--- config.mk ---
export PLATFORM = sky130hd
export DESIGN_NAME = gol_grid
export DESIGN_NICKNAME = d
export VERILOG_FILES = /design/src/rtl/gol_pkg.sv /design/src/rtl/gol_cell.sv /design/src/rtl/gol_grid.sv
export SDC_FILE = /design/constraint.sdc
export NUM_CORES = 1
export LEC_CHECK = 0
export ABC_AREA = 1
export CAP_MARGIN = 20
export CORE_ASPECT_RATIO = 1.75
export CORE_MARGIN = 1.5
export CORE_UTILIZATION = 45
export CTS_CLUSTER_SIZE = 20
export DETAILED_ROUTE_END_ITERATION = 8
export SYNTH_ARGS = -nofsm -noshare
export SYNTH_HDL_FRONTEND = slang
export SYNTH_SLANG_ARGS = --single-unit
--- constraint.sdc ---
create_clock -name clk -period 10.2 [get_ports clk]
set_input_delay 1.53 -clock clk [delete_from_list [all_inputs] [get_ports clk]]
set_output_delay 1.53 -clock clk [all_outputs]
set_load 0.1 [all_outputs]
--- src/rtl/gol_pkg.sv ---
// Shared types and Life rule constants for the gol_grid cellular automaton.
package gol_pkg;

  typedef enum logic [1:0] {
    IDLE = 2'd0,
    RUN  = 2'd1,
    HALT = 2'd2
  } state_e;

  localparam int BIRTH      = 3;
  localparam int SURVIVE_LO = 2;
  localparam int SURVIVE_HI = 3;

endpackage

--- src/rtl/gol_cell.sv ---
// One Life cell: live-neighbour count plus current state -> next state (B3/S23).
module gol_cell
  import gol_pkg::*;
(
  input  logic [7:0] nbr,
  input  logic       cur,
  output logic       nxt
);

  logic [3:0] cnt;

  always_comb begin
    cnt = '0;
    for (int i = 0; i < 8; i++) cnt = cnt + {3'b000, nbr[i]};
    if (cur) nxt = (cnt >= 4'(SURVIVE_LO)) && (cnt <= 4'(SURVIVE_HI));
    else     nxt = (cnt == 4'(BIRTH));
  end

endmodule

--- src/rtl/gol_grid.sv ---
// ROWSxCOLS Game of Life engine: one generation per clock in RUN, single-step in IDLE,
// halts on still life, extinction, generation limit or counter saturation.
module gol_grid
  import gol_pkg::*;
#(
  parameter int ROWS  = 8,
  parameter int COLS  = 8,
  parameter int GEN_W = 16
) (
  input  logic                       clk,
  input  logic                       rst_n,
  input  logic                       load,
  input  logic [ROWS-1:0][COLS-1:0]  init_grid,
  input  logic                       run,
  input  logic                       step,
  input  logic                       wrap,
  input  logic [GEN_W-1:0]           max_gen,
  output logic [ROWS-1:0][COLS-1:0]  grid,
  output logic [GEN_W-1:0]           gen_count,
  output logic                       busy,
  output logic                       done,
  output logic                       stable,
  output logic                       extinct
);

  logic [ROWS-1:0][COLS-1:0] grid_q, grid_d, next;
  logic [GEN_W-1:0]          gen_q, gen_d, gen_inc;
  state_e                    state_q, state_d;
  logic                      stable_q, stable_d;
  logic                      extinct_q, extinct_d;
  logic                      next_same, next_zero, hit_max, eval;

  // Torus neighbour indices are fixed per cell; with wrap=0 the edge taps are masked off.
  for (genvar r = 0; r < ROWS; r++) begin : g_row
    for (genvar c = 0; c < COLS; c++) begin : g_col
      localparam int RU = (r == 0)        ? ROWS - 1 : r - 1;
      localparam int RD = (r == ROWS - 1) ? 0        : r + 1;
      localparam int CL = (c == 0)        ? COLS - 1 : c - 1;
      localparam int CR = (c == COLS - 1) ? 0        : c + 1;
      localparam bit TOP = (r == 0);
      localparam bit BOT = (r == ROWS - 1);
      localparam bit LFT = (c == 0);
      localparam bit RGT = (c == COLS - 1);

      logic       up_ok, dn_ok, lf_ok, rt_ok;
      logic [7:0] nbr;

      assign up_ok = wrap | ~TOP;
      assign dn_ok = wrap | ~BOT;
      assign lf_ok = wrap | ~LFT;
      assign rt_ok = wrap | ~RGT;

      assign nbr = {grid_q[RU][CL] & up_ok & lf_ok,
                    grid_q[RU][c]  & up_ok,
                    grid_q[RU][CR] & up_ok & rt_ok,
                    grid_q[r][CL]  & lf_ok,
                    grid_q[r][CR]  & rt_ok,
                    grid_q[RD][CL] & dn_ok & lf_ok,
                    grid_q[RD][c]  & dn_ok,
                    grid_q[RD][CR] & dn_ok & rt_ok};

      gol_cell u_cell (
        .nbr (nbr),
        .cur (grid_q[r][c]),
        .nxt (next[r][c])
      );
    end
  end

  assign next_same = (next == grid_q);
  assign next_zero = ~|next;
  assign gen_inc   = (&gen_q) ? gen_q : gen_q + GEN_W'(1);
  assign hit_max   = (max_gen != '0) && (gen_inc == max_gen);

  always_comb begin
    grid_d    = grid_q;
    gen_d     = gen_q;
    state_d   = state_q;
    stable_d  = stable_q;
    extinct_d = extinct_q;
    eval      = 1'b0;

    if (load) begin
      grid_d    = init_grid;
      gen_d     = '0;
      state_d   = IDLE;
      stable_d  = 1'b0;
      extinct_d = 1'b0;
    end else begin
      unique case (state_q)
        IDLE:    if (run) state_d = RUN; else if (step) eval = 1'b1;
        RUN:     if (!run) state_d = IDLE; else eval = 1'b1;
        default: ;
      endcase

      if (eval) begin
        if (next_zero) extinct_d = 1'b1;
        if (next_same) begin
          // Still life (including an empty grid): hold the pattern and the count.
          stable_d = 1'b1;
          if (state_q == RUN) state_d = HALT;
        end else begin
          grid_d = next;
          gen_d  = gen_inc;
          if (state_q == RUN && (next_zero || hit_max || (&gen_inc))) state_d = HALT;
        end
      end
    end
  end

  always_ff @(posedge clk or negedge rst_n) begin
    if (!rst_n) begin
      grid_q    <= '0;
      gen_q     <= '0;
      state_q   <= IDLE;
      stable_q  <= 1'b0;
      extinct_q <= 1'b0;
    end else begin
      grid_q    <= grid_d;
      gen_q     <= gen_d;
      state_q   <= state_d;
      stable_q  <= stable_d;
      extinct_q <= extinct_d;
    end
  end

  assign grid      = grid_q;
  assign gen_count = gen_q;
  assign busy      = (state_q == RUN);
  assign done      = (state_q == HALT);
  assign stable    = stable_q;
  assign extinct   = extinct_q;

endmodule

**Word-level counts from Yosys, hierarchy flattened**

Cells that the tools add are included.
W data, S select, Z words.

- Logic and storage cells: 860
- Register bits after elaboration: 84
- Bits of input ports: 86
- Output and inout bits: 84

- $lt $le $gt $ge: 128
- Mux-type cells: 90
- Equality and inequality tests: 70
- Reductions and logical operators: 79
- $add $sub $neg: 449
- Bitwise operators: 32

Operator list:

| kind | number |
|---|---|
| $add A4 B1 Y4 | 384 |
| $eq A4 B2 Y1 const B | 64 |
| $ge A4 B2 Y1 const B | 64 |
| $le A4 B2 Y1 const B | 64 |
| $mux W64 | 3 |
| $add A1 B1 Y2 | 64 |
| $mux W1 | 74 |
| $logic_and A1 B1 Y1 | 66 |
| $eq A64 B64 Y1 | 1 |
| $mux W16 | 4 |
| $reduce_or A64 Y1 | 1 |
| $and A1 B1 Y1 | 32 |
| $reduce_and A16 Y1 | 2 |
| $add A16 B1 Y16 const B | 1 |
| $eq A16 B16 Y1 | 1 |
| $reduce_bool A16 Y1 | 1 |
| $mux W2 | 7 |
| $reduce_and A2 Y1 | 3 |
| $ne A2 B2 Y1 const B | 2 |
| $pmux W2 S2 | 1 |
| $reduce_bool A2 Y1 | 2 |
| $eq A2 B1 Y1 const B | 1 |
| $eq A2 B2 Y1 const B | 1 |
| $logic_not A2 Y1 | 1 |
| other kinds (3) | 4 |

**Longest topological paths before layout**

Gate-level depths: netlist of run 1.

- Depth in word-level cells: 21
- Mapped depth: 31
- Gate-level depth less buffers: 28

**Cells and area by module**

A second synthesis of run 1 with hierarchy kept.

- Cells, all modules: 2494
- Area, all modules: 18491.5 um^2

Modules (own cells, without submodules):

| module | sequential area each (um^2) | times used | area an instance (um^2) | cells an instance |
|---|---|---|---|---|
| gol_cell at g_row[0].g_col[0].u_cell ... | 0.0 | 49 | 195.2 | 26 |
| gol_grid | 2102.0 | 1 | 5962.0 | 845 |
| gol_cell at g_row[6].g_col[0].u_cell ... | 0.0 | 15 | 197.7 | 25 |

**Least setup slack after synthesis of run 1**

OpenSTA, ideal clock, no wires.

- Path kind: input to register
- Start: input wrap
- End: register gen_q[12] (netlist: gen_count[12])
- Cell stages on the path: 27
- Data arrival time: 5630 ps
- Path slack: 4449 ps
- Required time: 10079 ps
- Path buffers: 3
- Path through: clkbuf_1 > buf_1 > nand2_1 > inv_1 > ha_1 > inv_1 > fa_1 > fa_1 > fa_1 > fa_1 > nor2_1 > o21ai_0 > nand2_1 > nand2_1 > nand2_1 > nand2_1 > nor2_1 > nand2_1 > nor2_1 > nand2_1 > nor2_2 > nand2_2 > nand2_8 > nor2_4 > buf_2 > nand2_1 > nand2_1

- Cells in the longest elaborated chain, start to end: 15
- Elaborated cells on any way between the ends: 340
- Those cells by class: 165 x add/sub; 56 x order compare; 30 x eq/ne; 28 x mux; 32 x bitwise; 29 x reduce/logical

RTL lines:

| item | line | RTL |
|---|---|---|
| start, declared | gol_grid.sv:16 | `input logic wrap,` |
| $and A1 B1 Y1 | -- |  |
| $and A1 B1 Y1 | gol_grid.sv:60 | `grid_q[RD][CR] & dn_ok & rt_ok};` |
| $add A1 B1 Y2 | gol_cell.sv:14 | `for (int i = 0; i < 8; i++) cnt = cnt + {3'b000, nbr[i]};` |
| $add A4 B1 Y4 (6 in a row) | gol_cell.sv:14 |  |
| $ge A4 B2 Y1 / $le A4 B2 Y1 (equally long branches) | gol_cell.sv:15 | `if (cur) nxt = (cnt >= 4'(SURVIVE_LO)) && (cnt <= 4'(SURVIVE_HI));` |
| $logic_and A1 B1 Y1 | gol_cell.sv:15 |  |
| $mux W1 | gol_cell.sv:15 |  |
| $eq A64 B64 Y1 (*) | gol_grid.sv:70 | `assign next_same = (next == grid_q);` |
| $ne A2 B2 Y1 (no line) (*) | -- |  |
| $reduce_and A2 Y1 (no line) (*) | -- |  |
| end signal, assigned | gol_grid.sv:120 | `gen_q <= gen_d;` |
| end, declared | gol_grid.sv:27 | `logic [GEN_W-1:0] gen_q, gen_d, gen_inc;` |

Every way passes the cells marked *; elsewhere a longest branch is shown, timed or not.
A chain may end at the register's enable or synchronous reset.

**Worst setup path in the final report of run 1**

- Start: input wrap
- End: register grid_q, in the netlist grid[28]

- Cells in the longest elaborated chain, start to end: 15
- Elaborated cells on any way between the ends: 340
- Those cells by class: 165 x add/sub; 56 x order compare; 30 x eq/ne; 28 x mux; 32 x bitwise; 29 x reduce/logical

RTL lines:

| item | line | RTL |
|---|---|---|
| $and A1 B1 Y1 | -- |  |
| $and A1 B1 Y1 | gol_grid.sv:60 |  |
| $add A1 B1 Y2 | gol_cell.sv:14 |  |
| $add A4 B1 Y4 (6 in a row) | gol_cell.sv:14 |  |
| $ge A4 B2 Y1 / $le A4 B2 Y1 (equally long branches) | gol_cell.sv:15 |  |
| $logic_and A1 B1 Y1 | gol_cell.sv:15 |  |
| $mux W1 | gol_cell.sv:15 |  |
| $eq A64 B64 Y1 (*) | gol_grid.sv:70 |  |
| $ne A2 B2 Y1 (no line) (*) | -- |  |
| $reduce_and A2 Y1 (no line) (*) | -- |  |
| end signal, assigned | gol_grid.sv:119 | `grid_q <= grid_d;` |
| end, declared | gol_grid.sv:26 | `logic [ROWS-1:0][COLS-1:0] grid_q, grid_d, next;` |

Marks and branches as above.

==> impl_metrics.yaml, run 1 <==
outcome:
  status: "finished clean"
detailed_routing:
  wl_um: 61400
  drtPass1Iterations: 6
  drtAntennaViolNets: 0
  viasPerCell: 5.15
  wire_per_inst_um: 18.4
  drtIter0Drc: 1056
  route.detailed.drc: 0
  dr_total_vias: 17100
clock_network:
  cts_resized: 0
  clkSinkCount: 84
  holdBufCountCts: 0
  cts_setup_buffers: 0
  cts_root_buffer: "clkbuf_16"
  cts_max_path_buffers: 2
  cts_tree: "done"
  htree_levels: 3
  cts_made_buffers: 9
  clk_pin_slew_ps: 70
  clock_latency_ps: 400
sta:
  maxSlewViolCount: 0
  slew_headroom_pct: 25.3
  worstMarginPinSlew_ps: 1120
  rsz0062_at_grt: "false"
  timing.fmax_mhz: 128
  final-hold-violation-count: 0
  fin_crit_sh_pct: 76.4
  setup_tns_ps: 0
  finClkSkew_ps: 18.3
  setup_viol: 0
  period_needed_ps: 7790
synth:
  async_reset_ff_share_pct: 100
  synth-seq-area-share_pct: 11.3
  ys_seq_elements: 84
  synth_top_area_cell: "fa_1"
  ys_types: 32
  synth_fp_nets: 3223
  synth_area_sq_um: 18700
  synth_cells: 2692
  synth_top_area_share_pct: 26.9
  synth_area_leaders: "fa_1 27%, nand2_1 17%, ha_1 13%"
  synth_edf_count: 0
  synthFlopType: "dfrtp_1"
  syn_area_per_cell_sq_um: 6.94
  synth_common_cells: "849 x nand2_1, 566 x inv_1, 259 x nor2_1, 251 x fa_1, 194 x ha_1"
  yosysWarnings: 0
  synth_most_common_cell: "nand2_1"
floorplan:
  core_area_sq_um: 41000
  die_w_um: 157
  ios: 170
  rows: 98
  chipHeight_um: 272
  die_area_sq_um: 42800
  start_util_pct: 45.6
min_path:
  hold_path.startpoint: "extinct"
  hp-class: "flip-flop to flip-flop"
global_routing:
  grt_pass1_vias: 17700
  grt_max_degree: 86
  grt_usage_pct: 30.1
  antenna_found_initial: 0
  grt_overflow_total: 0
  grt_pass1_wl_um: 96000
setup_path:
  cpMaxStageDelayCell: "clkdlybuf4s50_1"
  cp-start-kind: "input port"
  worstPathArrival_ps: 8070
  reg2reg_from: "grid[4]"
  critical_path_class: "input port to flip-flop"
  critPathLaunch: "wrap"
  cp_max_fo: 82
  end_kind: "flip-flop"
  worstPathRequired_ps: 10470
  cp_common_cell: "nand2_1"
  max_stage_delay_ps: 920
placement:
  io_buffers: 169
  gp_congestion: 0.921
  dp_hpwl_um: 50300
run:
  drv_cap: 0
finish:
  n_antenna_cell: 0
  syn_to_final_growth_pct: 11.0
  drive_gt1_share_pct: 1.65
  nFillCells: 4208
  finalNetCount: 3306
[layout make-up]
cell class / count / area [sq um] / area share [%]
inverter: 572 / 2150 / 10.4
sequential: 84 / 2100 / 10.1
tap: 550 / 688 / 3.32
timing repair buffer: 179 / 1780 / 8.60
clock inverter: 7 / 80.1 / 0.386
multi-input combinational: 1929 / 13700 / 66.1
clock buffer: 9 / 225 / 1.09
[through the flow]
stage	setup WS [ps]	cells	cell area [sq um]	hold slack, ps	util (%)
floorplan	4450	2692	18700	514	-
global placement	2200	3313	20400	477	49.8
detailed placement	2130	3313	20400	482	49.8
CTS	2520	3329	20700	500	50.5
global route	2090	3330	20700	532	50.6
finish	2410	3330	20700	495	50.6
[flip-flops by register name (all words and copies together), names as in the netlist]
name	flops
grid	64
gen_count	16
state_q	2
extinct	1
stable	1
[final timing paths]
path / to / slack [ps] / cells after the start
max: grid[28] / 2410 / 28
min: extinct / 500 / 2
max reg2reg: grid[28] / 4030 / 26
min reg2reg: extinct / 500 / 2
max in group asynchronous: gen_count[9] / 8330 / 3
min in group asynchronous: grid[54] / 1000 / 1
[kinds of logic after synthesis]
| logic type | count (synthesis) | share of synthesized area [%] |
|---|---|---|
| buffers and inverters | 679 | 15.4 |
| DFF | 84 | 11.3 |
| AOI/OAI and AO/OA | 123 | 3.59 |
| adders and majority gates | 445 | 39.9 |
| and+or+nand+nor | 1353 | 29.5 |
| xor gates and xnor gates | 8 | 0.375 |
[layer usage]
metal  up-vias  track usage [%]  wire, um
met5         -                0         0
met4         0             19.7      4470
met3       173             2.88      2350
met2       522             55.9     32400
met1      8226             31.8     22200
li1       8216                -         -
[critical path, delay by kind of cell]
family          cells  cell delay [ps]
fa+ha+maj           4             1540
xor+xnor            1              150
buf+inv             5             1510
compound gates      1              250
simple gates       17             2890
[placed cells by master, fill, tap and decap left out, types with 7 or more instances in the layout]
cell type        instances
nand2_1                849
nor2_1                 259
fa_1                   251
inv_1                  566
o21bai_1                14
o21ai_0                 87
nand3_1                184
a21oi_1                 13
xor2_1                   7
clkbuf_16                9
ha_1                   194
nand4_1                 42
buf_4                   11
dfrtp_1                 84
clkdlybuf4s50_1        167
Power of run 1 is left out: the tool's default activity adds up to more than one toggle a clock period on the data nets, which glitch-free logic cannot reach.
==> run 2: changes to the inputs <==
--- a/config.mk
+++ b/config.mk
@@ -12,6 +12,7 @@
 export CORE_UTILIZATION = 45
 export CTS_CLUSTER_SIZE = 20
 export DETAILED_ROUTE_END_ITERATION = 8
+export PLACE_DENSITY = 0.67
 export SYNTH_ARGS = -nofsm -noshare
 export SYNTH_HDL_FRONTEND = slang
 export SYNTH_SLANG_ARGS = --single-unit
==> constraint.sdc (replaced) <==
create_clock -name clk -period 6.5 [get_ports clk]
set_input_delay 0.975 -clock clk [delete_from_list [all_inputs] [get_ports clk]]
set_output_delay 0.975 -clock clk [all_outputs]
set_load 0.1 [all_outputs]
==> impl_metrics.yaml, run 2 (same netlist as run 1, synthesis figures left out) <==
outcome:
  status: "finished clean"
sta:
  period_needed_ps: 6190
  whs_ps: 467
  finClkSkew_ps: 15.2
  maxSlewViolCount: 0
  slew_headroom_pct: 31.8
  rsz0062_at_grt: "false"
  worstMarginPinSlew_ps: 1020
  timing.fmax_mhz: 162
  final-hold-violation-count: 0
  setup_viol: 0
  fin_crit_sh_pct: 95.2
finish:
  syn_to_final_growth_pct: 11.2
  instances_no_fill: 3335
  n_antenna_cell: 0
  nFillCells: 4133
  fin_util_pct: 50.7
  mostFrequentLayoutCell: "nand2_1"
  final_cell_mix: "849 x nand2_1, 566 x inv_1, 259 x nor2_1, 251 x fa_1, 194 x ha_1"
  largest_reg_flops: 64
  seq_area_sq_um: 2100
  drive_gt1_share_pct: 1.76
  multi_input_area_sq_um: 13700
  finalNetCount: 3311
clock_network:
  cts_setup_buffers: 0
  cts_max_path_buffers: 2
  cts_root_buffer: "clkbuf_16"
  clock_latency_ps: 390
  cts_tree: "done"
  cts_made_buffers: 9
  holdBufCountCts: 0
  clk_pin_slew_ps: 70
  clkSinkCount: 84
  htree_levels: 3
setup_path:
  reg2reg_from: "grid[14]"
  max_stage_delay_ps: 470
  cp_max_fo: 46
  critical_path_class: "input port to flip-flop"
  worstPathArrival_ps: 6460
  worstPathRequired_ps: 6770
  ff2ff_path_depth: 23
  cp-start-kind: "input port"
  cp_num_cells: 28
  r2r_slack_ps: 1000
  cp_common_cell: "nand2_1"
  setup.worst_path.end: "grid[9]"
  r2r-end: "grid[9]"
  critPathLaunch: "wrap"
  cpMaxStageDelayCell: "clkdlybuf4s50_1"
  path_delay_family: "simple AND/OR/NAND/NOR gates"
  critPathBufInv: 7
  end_kind: "flip-flop"
min_path:
  hp-class: "input port to async pin"
run:
  drv_cap: 0
detailed_routing:
  viasPerCell: 5.20
  route.detailed.drc: 0
  wl_um: 60700
  drtIter0Drc: 1066
  drtPass1Iterations: 7
  wire_per_inst_um: 18.2
  dr_total_vias: 17400
  drtAntennaViolNets: 0
global_routing:
  grt_util_met2_pct: 52.6
  grt_usage_pct: 29.5
  met1_usage_pct: 30.0
  busiest_layer: "met2"
  grt_pass1_vias: 18000
  grt_use_met3_pct: 3.77
  grt_max_degree: 71
  antenna_found_initial: 0
  grt_pass1_wl_um: 95100
  grt_overflow_total: 0
floorplan:
  die_area_sq_um: 42800
  core_area_sq_um: 41000
  rows: 98
  start_util_pct: 45.6
  die_w_um: 157
  ios: 170
  chipHeight_um: 272
placement:
  post-place-cells: 3318
  gp_congestion: 0.946
  dp_hpwl_um: 49900
  io_buffers: 169
run 2: layer usage:
layer,vias to the layer above,part of all wire (%),wire (um)
met5,-,0,0
met4,0,10,6160
met2,600,51,30800
li1,8241,-,-
met3,275,4.5,2740
met1,8234,35,21100
run 2: through the flow:
step                      TNS [ps]  setup slack, ps  cell area (sq um)
after floorplan                  0             1300              18700
after global placement       -2180            -42.2              20500
after detailed placement     -6380             -124              20500
after CTS                        0              284              20700
after global routing             0             3.94              20800
final                            0              310              20800
run 2: worst reg2reg max path, cell delays in order, from the launching register on:
cell and delay, ps:
dfrtp_1 540, inv_1 380, fa_1 610, inv_1 50, fa_1 470, inv_1 50, fa_1 400, fa_1 440
inv_1 60, nand2_1 40, a21oi_1 180, nand2_1 170, nand2_1 90, nand2_1 60, nor2_1 150, nand2_1 100
nor2_1 100, nand2_1 200, nor2_2 240, nand2_2 150, nand2_8 330, nand2_8 300, nand2_1 190, nand2_1 70
run 2: final cells by class:
cell class | count | area share, %
well taps | 550 | 3.31
clock buffers | 12 | 1.19
multi-input cells | 1930 | 66.0
clock inverters | 4 | 0.235
flip-flops and latches | 84 | 10.1
repair buffers | 183 | 8.75
inverters | 572 | 10.3
run 2: timing repair:
action                                 in CTS  in global routing
setup endpoints to repair                   0                 64
endpoints found under the hold margin       0                  0
gates resized for setup                     0                  1
run 2: worst min-delay path by stage:
stage	slack, ps	start	depth (start not counted)	end
after CTS	460	rst_n	1	grid[39]
after detailed placement	480	stable	2	stable
after global routing	480	rst_n	1	grid[37]
after global placement	490	extinct	2	extinct
final	470	rst_n	1	grid[46]
after floorplan	510	state_q[1]	2	state_q[1]
Power of run 2 is left out for the same reason.
